[src/rtl/serial_rx_16x_if.sv]
// ---------------------------------------------------------------------------
// serial_rx_16x_if
//   Bundle that connects the 16x-oversampling serial receiver to the rest of
//   the system.
//
//   Signals
//     en16         one-clk enable pulse at 16x the baud rate
//     ser_in       raw serial line, idle high, asynchronous to clk
//     dout         last correctly framed character
//     en_out       one-clk pulse, dout updated this cycle
//     framing_err  sticky, last frame had a stop bit of 0
//     parity_err   sticky parity error (0 when parity support is not built)
//     busy         receiver is inside a frame (state != IDLE)
//
//   Modports
//     slave   the receiver: takes en16/ser_in, drives the result signals
//     master  the environment: drives en16/ser_in, consumes the results
// ---------------------------------------------------------------------------
interface serial_rx_16x_if #(
   parameter int DATA_BITS = 8
);
   logic                 en16;
   logic                 ser_in;
   logic [DATA_BITS-1:0] dout;
   logic                 en_out;
   logic                 framing_err;
   logic                 parity_err;
   logic                 busy;

   modport slave (
      input  en16,
      input  ser_in,
      output dout,
      output en_out,
      output framing_err,
      output parity_err,
      output busy
   );

   modport master (
      output en16,
      output ser_in,
      input  dout,
      input  en_out,
      input  framing_err,
      input  parity_err,
      input  busy
   );
endinterface

[src/rtl/serial_rx_16x.sv]
// ---------------------------------------------------------------------------
// serial_rx_16x
//   Asynchronous serial receiver (8-N-1 by default, LSB first). The raw line
//   is brought into the clk domain through two flops, then oversampled on the
//   16x baud enable. The start bit is re-checked at MID_TICK to reject short
//   glitches, after which every later sample lands at the middle of its bit.
//   A received character is presented on dout with a one-clk en_out pulse.
//   A stop bit of 0 flags framing_err and parks the receiver in BREAK until
//   the line goes high again, so a held-low line is not read as 0x00 frames.
//
//   Parameters
//     DATA_BITS  data bits per frame, legal 5..8
//     MID_TICK   en16 tick index inside the start bit used for re-verification
//
//   Ports
//     clk    global clock
//     reset  synchronous, active-high reset
//     bus    serial_rx_16x_if.slave (en16, ser_in in; dout, en_out,
//            framing_err, parity_err, busy out)
//
//   Build option
//     SERIAL_RX_PARITY_EN  when defined the frame is 8-E-1: a PARITY state
//                          follows DATA and parity_err reports even-parity
//                          violations. When undefined parity_err is tied to 0.
// ---------------------------------------------------------------------------
module serial_rx_16x #(
   parameter int DATA_BITS = 8,
   parameter int MID_TICK  = 7
) (
   input  logic              clk,
   input  logic              reset,
   serial_rx_16x_if.slave    bus
);

   localparam logic [3:0] MID_T  = 4'(MID_TICK);
   localparam logic [3:0] LAST_T = 4'd15;
   localparam logic [2:0] LAST_B = 3'(DATA_BITS - 1);

   typedef enum logic [2:0] {
      S_IDLE   = 3'd0,
      S_START  = 3'd1,
      S_DATA   = 3'd2,
      S_PARITY = 3'd3,
      S_STOP   = 3'd4,
      S_BREAK  = 3'd5
   } state_t;

   // Two-flop synchroniser; reset to the idle (high) line level.
   logic r_sync1;
   logic r_sync2;
   logic w_s_rx;

   state_t               r_state;
   state_t               w_state_next;
   logic [3:0]           r_tick;
   logic [3:0]           w_tick_next;
   logic [2:0]           r_bitcnt;
   logic [2:0]           w_bitcnt_next;
   logic [DATA_BITS-1:0] r_shift;
   logic [DATA_BITS-1:0] w_shift_next;
   logic [DATA_BITS-1:0] r_dout;
   logic [DATA_BITS-1:0] w_dout_next;
   logic                 r_en_out;
   logic                 w_en_out_next;
   logic                 r_ferr;
   logic                 w_ferr_next;
`ifdef SERIAL_RX_PARITY_EN
   logic                 r_perr;
   logic                 w_perr_next;
   logic                 r_par_bit;
   logic                 w_par_bit_next;
`endif

   assign w_s_rx = r_sync2;

   always_ff @(posedge clk) begin
      if (reset) begin
         r_sync1 <= 1'b1;
         r_sync2 <= 1'b1;
      end else begin
         r_sync1 <= bus.ser_in;
         r_sync2 <= r_sync1;
      end
   end

   // ------------------------------------------------------------------
   // State register
   // ------------------------------------------------------------------
   always_ff @(posedge clk) begin
      if (reset) begin
         r_state   <= S_IDLE;
         r_tick    <= 4'd0;
         r_bitcnt  <= 3'd0;
         r_shift   <= '0;
         r_dout    <= '0;
         r_en_out  <= 1'b0;
         r_ferr    <= 1'b0;
`ifdef SERIAL_RX_PARITY_EN
         r_perr    <= 1'b0;
         r_par_bit <= 1'b0;
`endif
      end else begin
         r_state   <= w_state_next;
         r_tick    <= w_tick_next;
         r_bitcnt  <= w_bitcnt_next;
         r_shift   <= w_shift_next;
         r_dout    <= w_dout_next;
         r_en_out  <= w_en_out_next;
         r_ferr    <= w_ferr_next;
`ifdef SERIAL_RX_PARITY_EN
         r_perr    <= w_perr_next;
         r_par_bit <= w_par_bit_next;
`endif
      end
   end

   // ------------------------------------------------------------------
   // Next-state / output logic. Everything except en_out only moves on an
   // en16 cycle; en_out defaults low so it is a single-clk pulse.
   // ------------------------------------------------------------------
   always_comb begin
      w_state_next   = r_state;
      w_tick_next    = r_tick;
      w_bitcnt_next  = r_bitcnt;
      w_shift_next   = r_shift;
      w_dout_next    = r_dout;
      w_en_out_next  = 1'b0;
      w_ferr_next    = r_ferr;
`ifdef SERIAL_RX_PARITY_EN
      w_perr_next    = r_perr;
      w_par_bit_next = r_par_bit;
`endif

      if (bus.en16) begin
         case (r_state)
            S_IDLE: begin
               if (!w_s_rx) begin
                  w_state_next = S_START;
                  w_tick_next  = 4'd0;
               end
            end

            S_START: begin
               if (r_tick == MID_T) begin
                  w_tick_next = 4'd0;
                  if (w_s_rx) begin
                     // Line went back high before mid start bit: glitch.
                     w_state_next = S_IDLE;
                  end else begin
                     // From here every 16 ticks lands on the middle of a bit.
                     w_bitcnt_next = 3'd0;
                     w_state_next  = S_DATA;
                  end
               end else begin
                  w_tick_next = r_tick + 4'd1;
               end
            end

            S_DATA: begin
               if (r_tick == LAST_T) begin
                  w_tick_next  = 4'd0;
                  // LSB arrives first, so shift right and insert at the top.
                  w_shift_next = {w_s_rx, r_shift[DATA_BITS-1:1]};
                  if (r_bitcnt == LAST_B) begin
                     w_bitcnt_next = 3'd0;
`ifdef SERIAL_RX_PARITY_EN
                     w_state_next  = S_PARITY;
`else
                     w_state_next  = S_STOP;
`endif
                  end else begin
                     w_bitcnt_next = r_bitcnt + 3'd1;
                  end
               end else begin
                  w_tick_next = r_tick + 4'd1;
               end
            end

`ifdef SERIAL_RX_PARITY_EN
            S_PARITY: begin
               if (r_tick == LAST_T) begin
                  w_tick_next    = 4'd0;
                  w_par_bit_next = w_s_rx;
                  w_state_next   = S_STOP;
               end else begin
                  w_tick_next = r_tick + 4'd1;
               end
            end
`endif

            S_STOP: begin
               if (r_tick == LAST_T) begin
                  w_tick_next = 4'd0;
                  if (w_s_rx) begin
                     w_dout_next   = r_shift;
                     w_ferr_next   = 1'b0;
                     w_en_out_next = 1'b1;
`ifdef SERIAL_RX_PARITY_EN
                     // Even parity: data XOR parity bit must be 0.
                     w_perr_next   = (^r_shift) ^ r_par_bit;
`endif
                     // Back to IDLE on this same en16 so an immediately
                     // following start edge is not missed.
                     w_state_next  = S_IDLE;
                  end else begin
                     w_ferr_next  = 1'b1;
                     w_state_next = S_BREAK;
                  end
               end else begin
                  w_tick_next = r_tick + 4'd1;
               end
            end

            S_BREAK: begin
               // Hold off until the line is released, so a long low line
               // is one framing error rather than a stream of 0x00 frames.
               if (w_s_rx) begin
                  w_state_next = S_IDLE;
               end
            end

            default: begin
               w_state_next = S_IDLE;
               w_tick_next  = 4'd0;
            end
         endcase
      end
   end

   assign bus.dout        = r_dout;
   assign bus.en_out      = r_en_out;
   assign bus.framing_err = r_ferr;
   assign bus.busy        = (r_state != S_IDLE);
`ifdef SERIAL_RX_PARITY_EN
   assign bus.parity_err  = r_perr;
`else
   assign bus.parity_err  = 1'b0;
`endif

endmodule

[src/flat_wrapper.sv]
// flat-port wrapper written by rule: the top's interface ports become plain ports
module serial_rx_16x_flat 
#(
   parameter int DATA_BITS = 8,
   parameter int MID_TICK  = 7
)
  (clk, reset, bus_en16, bus_ser_in, bus_dout, bus_en_out, bus_framing_err, bus_parity_err, bus_busy);
  serial_rx_16x_if #(.DATA_BITS(DATA_BITS)) bus_i ();
  input  logic clk;
  input  logic reset;
  input wire logic [$bits(bus_i.en16)-1:0] bus_en16;
  input wire logic [$bits(bus_i.ser_in)-1:0] bus_ser_in;
  output wire logic [$bits(bus_i.dout)-1:0] bus_dout;
  output wire logic [$bits(bus_i.en_out)-1:0] bus_en_out;
  output wire logic [$bits(bus_i.framing_err)-1:0] bus_framing_err;
  output wire logic [$bits(bus_i.parity_err)-1:0] bus_parity_err;
  output wire logic [$bits(bus_i.busy)-1:0] bus_busy;
  assign bus_i.en16 = bus_en16;
  assign bus_i.ser_in = bus_ser_in;
  assign bus_dout = bus_i.dout;
  assign bus_en_out = bus_i.en_out;
  assign bus_framing_err = bus_i.framing_err;
  assign bus_parity_err = bus_i.parity_err;
  assign bus_busy = bus_i.busy;
  serial_rx_16x #(.DATA_BITS(DATA_BITS), .MID_TICK(MID_TICK)) u_core (.clk(clk), .reset(reset), .bus(bus_i));
endmodule
[config.mk]
export PLATFORM = sky130hd
export DESIGN_NAME = serial_rx_16x_flat
export DESIGN_NICKNAME = d
export VERILOG_FILES = /design/src/rtl/serial_rx_16x_if.sv /design/src/rtl/serial_rx_16x.sv /design/src/flat_wrapper.sv
export SDC_FILE = /design/constraint.sdc
export NUM_CORES = 1
export LEC_CHECK = 0
export CORE_MARGIN = 8
export CORE_UTILIZATION = 50
export DETAILED_ROUTE_END_ITERATION = 8
export HOLD_SLACK_MARGIN = 0.1
export PLACE_DENSITY_LB_ADDON = 0.3
export RECOVER_POWER = 50
export SYNTH_ARGS = -nofsm -noshare
export SYNTH_HDL_FRONTEND = slang
export SYNTH_SLANG_ARGS = --single-unit
[constraint.sdc]
create_clock -name clk -period 1.9 [get_ports clk]
set_clock_uncertainty 0.1 [all_clocks]
set_input_delay 0.285 -clock clk [delete_from_list [all_inputs] [get_ports clk]]
set_output_delay 0.285 -clock clk [all_outputs]
set_load 0.02 [all_outputs]
After elaboration in Yosys (flattened, before gate mapping):

Cells that the tools add are included.

* register bits: 30
* output and inout bits: 12
* input bits: 4
* word-level logic and storage cells: 60

* reductions and logical operators: 11
* $add $sub $neg: 2
* muxes and demuxes: 20
* equality and inequality tests: 14
* bitwise gates (word level): 4

Operators with widths (count)
* $mux W3: 11
* $pmux W4 S4: 1
* $pmux W3 S5: 1
* $mux W4: 3
* $ne A2 B1 Y1 const B: 5
* $eq A3 B3 Y1 const B: 3
* $reduce_and A3 Y1: 3
* $reduce_and A7 Y1: 1
* $pmux W3 S2: 1
* $reduce_and A5 Y1: 1
* $add A4 B1 Y4 const B: 1
* $eq A4 B3 Y1 const B: 1
* $eq A4 B4 Y1 const B: 1
* $ne A2 B2 Y1 const B: 2
* $not A1 Y1: 4
* $reduce_and A4 Y1: 1
* $reduce_or A4 Y1: 1
* $add A3 B1 Y3 const B: 1
* $eq A3 B1 Y1 const B: 1
* $eq A3 B2 Y1 const B: 1
* $logic_not A3 Y1: 1
* $reduce_bool A3 Y1: 1
* $mux W1: 2
* $mux W2: 1
* other kinds (2): 2

Logic depth before layout (Yosys ltp):

Gate-level depths: netlist of the first run.

* depth after elaboration: 4
* mapped depth: 6
* mapped depth without buffers: 5

Least setup slack after synthesis of the first run:

Ideal clock, no wire load.

* kind: register to register
* from: register u_core.r_bitcnt[0]
* to: register u_core.r_state[0]
* setup slack: 141 ps
* path buffers: 0
* clock period less this slack: 1759 ps
* data required time: 1677 ps
* arrival: 1536 ps
* stages on the path, launching flop included: 6
* library setup time: 123 ps
* cells stage by stage: dfxtp_1 > ha_1 > ha_1 > a2111oi_0 > a221oi_2 > mux2_1

* word-level cells in the longest chain between the ends: 3

Ends and longest elaborated chain
* start: declaration: RTL line serial_rx_16x.sv:57 `logic [2:0] r_bitcnt;`
* start signal: assignment: RTL line serial_rx_16x.sv:105 `r_bitcnt <= w_bitcnt_next;`
* $eq A3 B3 Y1: RTL line serial_rx_16x.sv:164 `if (r_bitcnt == LAST_B) begin`
* $ne A2 B1 Y1 (no line)
* $reduce_and A7 Y1 (no line)
* end signal: assignment: RTL line serial_rx_16x.sv:103 `r_state <= w_state_next;`
* end: declaration: RTL line serial_rx_16x.sv:53 `state_t r_state;`

No other way between the ends.
A chain may end at the register's enable or synchronous reset.

Worst setup path after layout of the first run:

* from: register u_core.r_state[2]
* to: register u_core.r_tick[2]

* word-level cells in the longest chain between the ends: 3
* elaborated cells between the ends (all ways): 10
* classes of those cells: eq/ne (5); mux (1); bitwise (1); reduce/logical (3)

Ends and longest elaborated chain
* $eq A3 B2 Y1, or another cell as far along: RTL line serial_rx_16x.sv:135 `case (r_state)`
* $reduce_or A2 Y1 (no line), or another cell as far along
* $pmux W4 S4 or $reduce_and A3 Y1 (tied branches)
* end signal: assignment: RTL line serial_rx_16x.sv:104 `r_tick <= w_tick_next;`
* end: declaration: RTL line serial_rx_16x.sv:55 `logic [3:0] r_tick;`

Parallel ways exist; a longest one is shown, timed or not.

==> flow_metrics.py, run 1 <==
metrics = {
    "status": {
        "outcome": "finished, final reports clean",
    },
    "route": {
        "dr.pass1.iters": 4,
        "vias": 1056,
        "routed_wl_mm": 2.72,
        "drc": 0,
        "drt.antenna.violating_nets": 0,
        "wl_per_cell_um": 14.3,
        "via_per_inst": 5.56,
        "drt_iter0_markers": 46,
    },
    "critical_path": {
        "crit_arrival_ns": 1.96,
        "reg2reg_to": "u_core.r_tick[2]$_SDFFE_PP0P_",
        "r2r_cells": 4,
        "ff2ff_setup_slack_ns": 0.09,
        "cp-end-kind": "flop",
        "critPathLaunchType": "flop",
        "worstReg2RegStart": "u_core.r_state[2]$_SDFFE_PP0P_",
        "crit_required_ns": 2.05,
        "crit_fanout": 8,
        "critPathKind": "reg -> reg",
    },
    "timing": {
        "slew_violations": 0,
        "hold_viol_final": 0,
        "rsz0062_at_grt": "no",
        "worstMarginPinSlew_ns": 0.588,
        "fin_crit_ns": 1.81,
        "fmax_mhz": 552,
        "relSlewSlack_pct": 60.8,
        "setup_viol_count_final": 0,
        "fin_crit_sh_pct": 95.3,
    },
    "pwr": {
        "p_clk_share_pct": 42.2,
        "switching_share_pct": 20.9,
        "irDropWorstVdd_uv": 905,
        "power-per-cell-area_nw_per_um2": 741,
        "power_frac_seq_pct": 52.0,
        "p_leak_nw": 0.660,
        "p_sw_w": 0.000256,
        "p_comb_share_pct": 5.8,
        "internal_power_w": 0.000972,
    },
    "finish": {
        "fillers": 234,
        "mostFrequentLayoutCells": "28 x dfxtp_1, 13 x nor2_1, 11 x mux2i_1, 11 x dlygate4sd3_1",
        "multi_input_area_um2": 701,
        "final_common_cell": "dfxtp_1",
        "stdcell_count": 190,
        "fin_nets": 166,
        "ff_latch_area_um2": 603,
        "fin_util_pct": 62.3,
        "drive_gt1_share_pct": 17.0,
        "area_growth_syn_to_layout_pct": 23.4,
        "antenna_cells": 0,
    },
    "place": {
        "hpwl_mm": 1.98,
        "gp_congestion": 0.841,
        "io_buffers": 14,
        "dp_cells": 183,
    },
    "clocking": {
        "clk_pin_slew_worst_paths_ns": 0.09,
        "cts.sinks": 30,
        "ctsRootBufferMaster": "clkbuf_4",
        "cts_tree": "built",
        "postCtsHoldBufs": 0,
        "clk_latency_ns": 0.33,
        "cts_max_path_buffers": 2,
        "cts-buffers-inserted": 5,
        "cts-htree-levels": 2,
    },
    "min_path": {
        "holdPathEnd": "u_core.r_sync2$_SDFF_PP1_",
        "hold_start": "u_core.r_sync1$_SDFF_PP1_",
        "whs_path_depth": 1,
        "hold_path.class": "reg -> reg",
    },
    "die": {
        "core.rowCount": 19,
        "pin_count": 16,
        "initial_core_util_pct": 50.5,
        "fp.dieArea_um2": 4600,
        "coreArea_um2": 2660,
        "die_w_um": 67.8,
        "die_h_um": 67.8,
    },
    "global_routing": {
        "grt_max_degree": 17,
        "grt_pass1_vias": 1034,
        "grt_most_used_layer": "met2",
        "grt.met3_usage_pct": 7.69,
        "antenna_found_initial": 0,
        "grt_usage_pct": 14.0,
        "met2_usage_pct": 20.2,
        "overflow": 0,
        "grt_pass1_wl_mm": 4.73,
        "use_met1_pct": 16.1,
    },
    "synth": {
        "syn_nets": 142,
        "synth.avg_cell_area_um2": 9.95,
        "netlist_area_um2": 1340,
        "syn_inst": 135,
        "synthFlopType": "dfxtp_1",
        "synth_cell_types": 45,
        "synthArstFlopShare_pct": 0,
        "synth_edf_count": 0,
        "seq_area_frac_synth_pct": 44.7,
        "ys.warnings.count": 0,
        "ys_ff_latch": 30,
    },
    "job": {
        "max-cap-violations": 0,
    },
}
synthesized netlist by cell type, types with 3 or more instances:
master    number  area (um^2)
clkbuf_1       4         15.0
o21ai_0        3         15.0
nor2b_1        4         25.0
a22o_1         8         70.1
dfxtp_1       30          601
mux2i_1       11          110
ha_1           3         37.5
nand4_1        3         18.8
nand2b_1       6         37.5
nor2_1        13         48.8
buf_2          3         15.0
nand2_1        5         18.8
stage by stage:
stage          total power [W]  instance area, um^2  setup slack [ns]  hold slack, ns  setup TNS (ns)
6_report               0.00123                 1660            0.0886           0.316               0
5_1_grt                0.00128                 1660            0.0153           0.360               0
3_5_place_dp          0.000729                 1590           -0.0879           0.293          -0.430
4_1_cts                0.00125                 1670            0.0215           0.316               0
3_3_place_gp          0.000727                 1590           -0.0475           0.297          -0.160
2_1_floorplan         0.000697                 1340             0.141           0.289               0
cells by family after synthesis:
family / Yosys count / share of synthesized area (%)
compound gates: 27 / 16.7
simple gates: 50 / 21.9
mux: 12 / 9.03
xor+xnor: 2 / 1.30
flops: 30 / 44.7
fa+ha+maj: 3 / 2.79
other cells: 1 / 0.279
buf+inv: 10 / 3.35
per-layer routing:
metal / vias up / wire [um] / share of wire, %
met5: - / 0 / 0
met4: 0 / 59 / 2.2
met3: 4 / 178 / 6.6
met2: 20 / 1250 / 46
met1: 498 / 1230 / 45
li1: 534 / - / -
power by group through the flow:
stage               Clock (W)  Sequential [W]  Combinational, W
floorplan                   0        0.000649         0.0000478
global placement            0        0.000653         0.0000742
detailed placement          0        0.000653         0.0000758
CTS                  0.000532        0.000639         0.0000750
global route         0.000566        0.000641         0.0000774
finish               0.000518        0.000639         0.0000710
worst max path at each step:
stage / start / to / slack, ns
3_5_place_dp: bus_en16 / u_core.r_bitcnt[1]$_SDFFE_PP0P_ / -0.09
3_3_place_gp: bus_en16 / u_core.r_bitcnt[0]$_SDFFE_PP0P_ / -0.05
4_1_cts: u_core.r_bitcnt[0]$_SDFFE_PP0P_ / u_core.r_state[0]$_SDFFE_PP0P_ / 0.02
2_1_floorplan: u_core.r_bitcnt[0]$_SDFFE_PP0P_ / u_core.r_state[0]$_SDFFE_PP0P_ / 0.14
6_report: u_core.r_state[2]$_SDFFE_PP0P_ / u_core.r_tick[2]$_SDFFE_PP0P_ / 0.09
5_1_grt: u_core.r_state[0]$_SDFFE_PP0P_ / bus_busy / 0.02
final cells by class:
| type | instances | share of cell area [%] |
|---|---|---|
| clock buffer | 6 | 3.09 |
| clock inverter | 1 | 1.81 |
| inverter | 2 | 0.453 |
| multi-input combinational | 95 | 42.3 |
| sequential | 30 | 36.4 |
| tap | 31 | 2.34 |
| timing repair buffer | 25 | 13.7 |
timing repair:
action / CTS / global route
resized for setup: 2 / 3
setup buffers: 0 / 0
endpoints found under the setup margin: 1 / 4
state kept, by name, indices dropped and copies added (netlist names):
name / cells
u_core.bus.dout: 8
u_core.bus.en_out: 1
u_core.bus.framing_err: 1
u_core.r_bitcnt: 3
u_core.r_shift: 8
u_core.r_state: 3
u_core.r_sync1: 1
u_core.r_sync2: 1
u_core.r_tick: 4
worst max-delay path, cell delays in order (launching register included):
cell and delay [ns]:
dfxtp_1 0.46, or3b_4 0.43, o21ai_2 0.08, or4b_1 0.47, o32ai_2 0.20
No activity file was read; power rests on OpenSTA's default activity.
==> run 2, diff against run 1 <==
- ABC_AREA: unset -> 1
- CAP_MARGIN: unset -> 20
- CTS_CLUSTER_SIZE: unset -> 10
==> run 2 against run 1 <==
Against the previous run:
- setup slack improved by 0.11 ns
- worst hold slack gained 0.013 ns
- critical path depth down 1
- via count grew 21%
- count of clock-buffer cells in the layout is the same
- fmax up 6.5%
- highest routed layer unchanged
==> flow_metrics.py, run 2 <==
metrics = {
    "status": {
        "outcome": "finished, final reports clean",
    },
    "min_path": {
        "hold_path.class": "reg -> reg",
        "hold_start": "u_core.r_sync1$_SDFF_PP1_",
        "whs_path_depth": 1,
        "holdPathEnd": "u_core.r_sync2$_SDFF_PP1_",
    },
    "clocking": {
        "postCtsHoldBufs": 0,
        "clk_latency_ns": 0.34,
        "cts.sinks": 30,
        "clk_pin_slew_worst_paths_ns": 0.10,
        "ctsRootBufferMaster": "clkbuf_4",
        "cts-htree-levels": 2,
        "cts_tree": "built",
        "cts-buffers-inserted": 5,
        "cts_max_path_buffers": 2,
    },
    "pwr": {
        "power-per-cell-area_nw_per_um2": 898,
        "internal_power_w": 0.000966,
        "p_leak_nw": 0.772,
        "p_sw_w": 0.000515,
        "irDropWorstVdd_uv": 630,
        "power_frac_seq_pct": 45.8,
        "switching_share_pct": 34.8,
        "p_comb_share_pct": 26.9,
        "p_clk_share_pct": 27.3,
    },
    "timing": {
        "fin_setup_tns_ns": 0,
        "fin_crit_sh_pct": 89.5,
        "fmax_mhz": 588,
        "slew_violations": 0,
        "hold_viol_final": 0,
        "rsz0062_at_grt": "no",
        "setup_viol_count_final": 0,
        "fin_crit_ns": 1.70,
    },
    "die": {
        "initial_core_util_pct": 51.8,
        "pin_count": 16,
        "die_h_um": 69.2,
        "coreArea_um2": 2730,
        "core.rowCount": 19,
        "die_w_um": 69.2,
        "fp.dieArea_um2": 4790,
    },
    "critical_path": {
        "critPathLaunchType": "flop",
        "worstReg2RegStart": "u_core.r_tick[0]$_SDFFE_PP0P_",
        "cp-end-kind": "output port",
        "critPathKind": "reg -> out",
        "r2r_cells": 7,
        "crit_required_ns": 1.51,
        "reg2reg_to": "u_core.bus.dout[5]$_SDFFE_PP0P_",
        "ff2ff_setup_slack_ns": 0.23,
        "crit_arrival_ns": 1.32,
        "crit_fanout": 7,
    },
    "synth": {
        "ys_top_cells_by_area": "dfxtp_1 42%, nand2_1 14%, nor2_1 8.8%, nand3_1 6.7%, inv_1 3.7%",
        "synth.most_common_cell": "nand2_1",
        "synth_edf_count": 0,
        "syn_nets": 198,
        "ys.warnings.count": 0,
        "synth_top_area_cell": "dfxtp_1",
        "synth_top_area_share_pct": 42.4,
        "synthTopCellsByCount": "52 x nand2_1, 33 x nor2_1, 30 x dfxtp_1",
        "seq_area_frac_synth_pct": 42.4,
        "syn_inst": 191,
        "ys_ff_latch": 30,
        "synthFlopType": "dfxtp_1",
        "netlist_area_um2": 1420,
        "synth.avg_cell_area_um2": 7.41,
        "synth_cell_types": 25,
        "synthArstFlopShare_pct": 0,
    },
    "global_routing": {
        "grt_pass1_wl_mm": 5.04,
        "grt_usage_pct": 12.7,
        "grt_pass1_vias": 1242,
        "grt_max_degree": 26,
        "overflow": 0,
        "antenna_found_initial": 0,
    },
    "finish": {
        "mostFrequentLayoutCells": "52 x nand2_1, 34 x nor2_1, 29 x dfxtp_1, 19 x nand3_1, 14 x inv_1",
        "antenna_cells": 0,
        "area_growth_syn_to_layout_pct": 16.6,
        "fin_nets": 219,
        "drive_gt1_share_pct": 12.2,
        "fin_area_um2": 1650,
        "final_common_cell": "nand2_1",
    },
    "place": {
        "dpl_cell_area_um2": 1600,
        "gp_congestion": 0.867,
        "hpwl_mm": 2.19,
        "io_buffers": 14,
    },
    "route": {
        "vias": 1273,
        "drt_iter0_markers": 125,
        "via_per_inst": 5.22,
        "drc": 0,
        "drt.antenna.violating_nets": 0,
        "routed_wl_mm": 2.93,
        "dr.pass1.iters": 4,
        "wl_per_cell_um": 12.0,
    },
    "job": {
        "max-cap-violations": 0,
    },
}
run 2: changes by cell type after synthesis, sizes merged, moves of 4 or more:
cell	change
or3b	-4
nand3	+18
mux2i	-11
o21ai	+7
inv	+13
nor2	+26
nand2b	-6
nand2	+48
nor2b	-4
a22o	-8
run 2: per-stage QoR:
stage	total power, W	hold WS [ns]	cells	setup WS, ns	utilization, %
after global placement	0.00109	0.310	236	0.142	58.4
final	0.00148	0.329	244	0.199	60.4
after global routing	0.00158	0.338	244	0.110	60.4
after CTS	0.00151	0.335	244	0.177	60.8
after floorplan	0.00100	0.254	191	0.437	-
after detailed placement	0.00110	0.309	236	0.117	58.4
run 2: how the worst max path moves through the flow:
stage | startpoint | endpoint | slack (ns) | cells past startpoint
3_5_place_dp | bus_en16 | u_core.bus.dout[5]$_SDFFE_PP0P_ | 0.12 | 7
4_1_cts | u_core.bus.framing_err$_SDFFE_PP0P_ | bus_framing_err | 0.18 | 1
2_1_floorplan | u_core.r_tick[0]$_SDFFE_PP0P_ | u_core.bus.dout[4]$_SDFFE_PP0P_ | 0.44 | 7
5_1_grt | u_core.r_state[1]$_SDFFE_PP0P_ | bus_busy | 0.11 | 3
3_3_place_gp | bus_en16 | u_core.bus.dout[6]$_SDFFE_PP0P_ | 0.14 | 7
6_report | u_core.r_state[1]$_SDFFE_PP0P_ | bus_busy | 0.20 | 3
run 2: cell families (layout without fill, tap and decap cells):
kind of cell               Yosys count  in the layout  synth area share, %
buffers and inverters               19             41                 6.01
adders and majority gates            3              3                 2.65
other                                1              1                0.265
xor gates and xnor gates             1              1                0.619
DFF                                 30             30                 42.4
and+or+nand+nor                    120            120                 41.6
AOI/OAI and AO/OA                   17             17                 6.37
run 2: metal layers:
layer  wire [um]  track usage [%]  vias up
met1        1260             12.7      580
li1            -                -      649
met4          85             7.52        0
met5           0                0        -
met3         174             6.15       11
met2        1400             20.9       33
run 2: worst max-delay path, cell delays in order, from the launching register on:
cell	delay, ns
dfxtp_2	0.37
nor2_4	0.19
nand2_1	0.08
dlygate4sd2_1	0.33
run 2: area by class of cell:
type / count / area (um^2)
fill: 258 / 1080
multi-input combinational: 142 / 718
sequential: 30 / 602
timing repair buffer: 18 / 169
inverter: 15 / 58.8
clock buffer: 6 / 51.3
tap: 31 / 38.8
clock inverter: 2 / 12.5
run 2: what timing repair did:
action	in CTS	in global routing
setup endpoints to repair	1	0
resized for setup	2	0
setup buffers	0	0
run 2: power by group through the flow:
stage / Combinational, W / Clock [W] / Sequential [W]
3_5_place_dp: 0.000412 / 0 / 0.000692
6_report: 0.000399 / 0.000404 / 0.000679
5_1_grt: 0.000450 / 0.000449 / 0.000682
3_3_place_gp: 0.000404 / 0 / 0.000691
2_1_floorplan: 0.000311 / 0 / 0.000692
4_1_cts: 0.000405 / 0.000422 / 0.000679
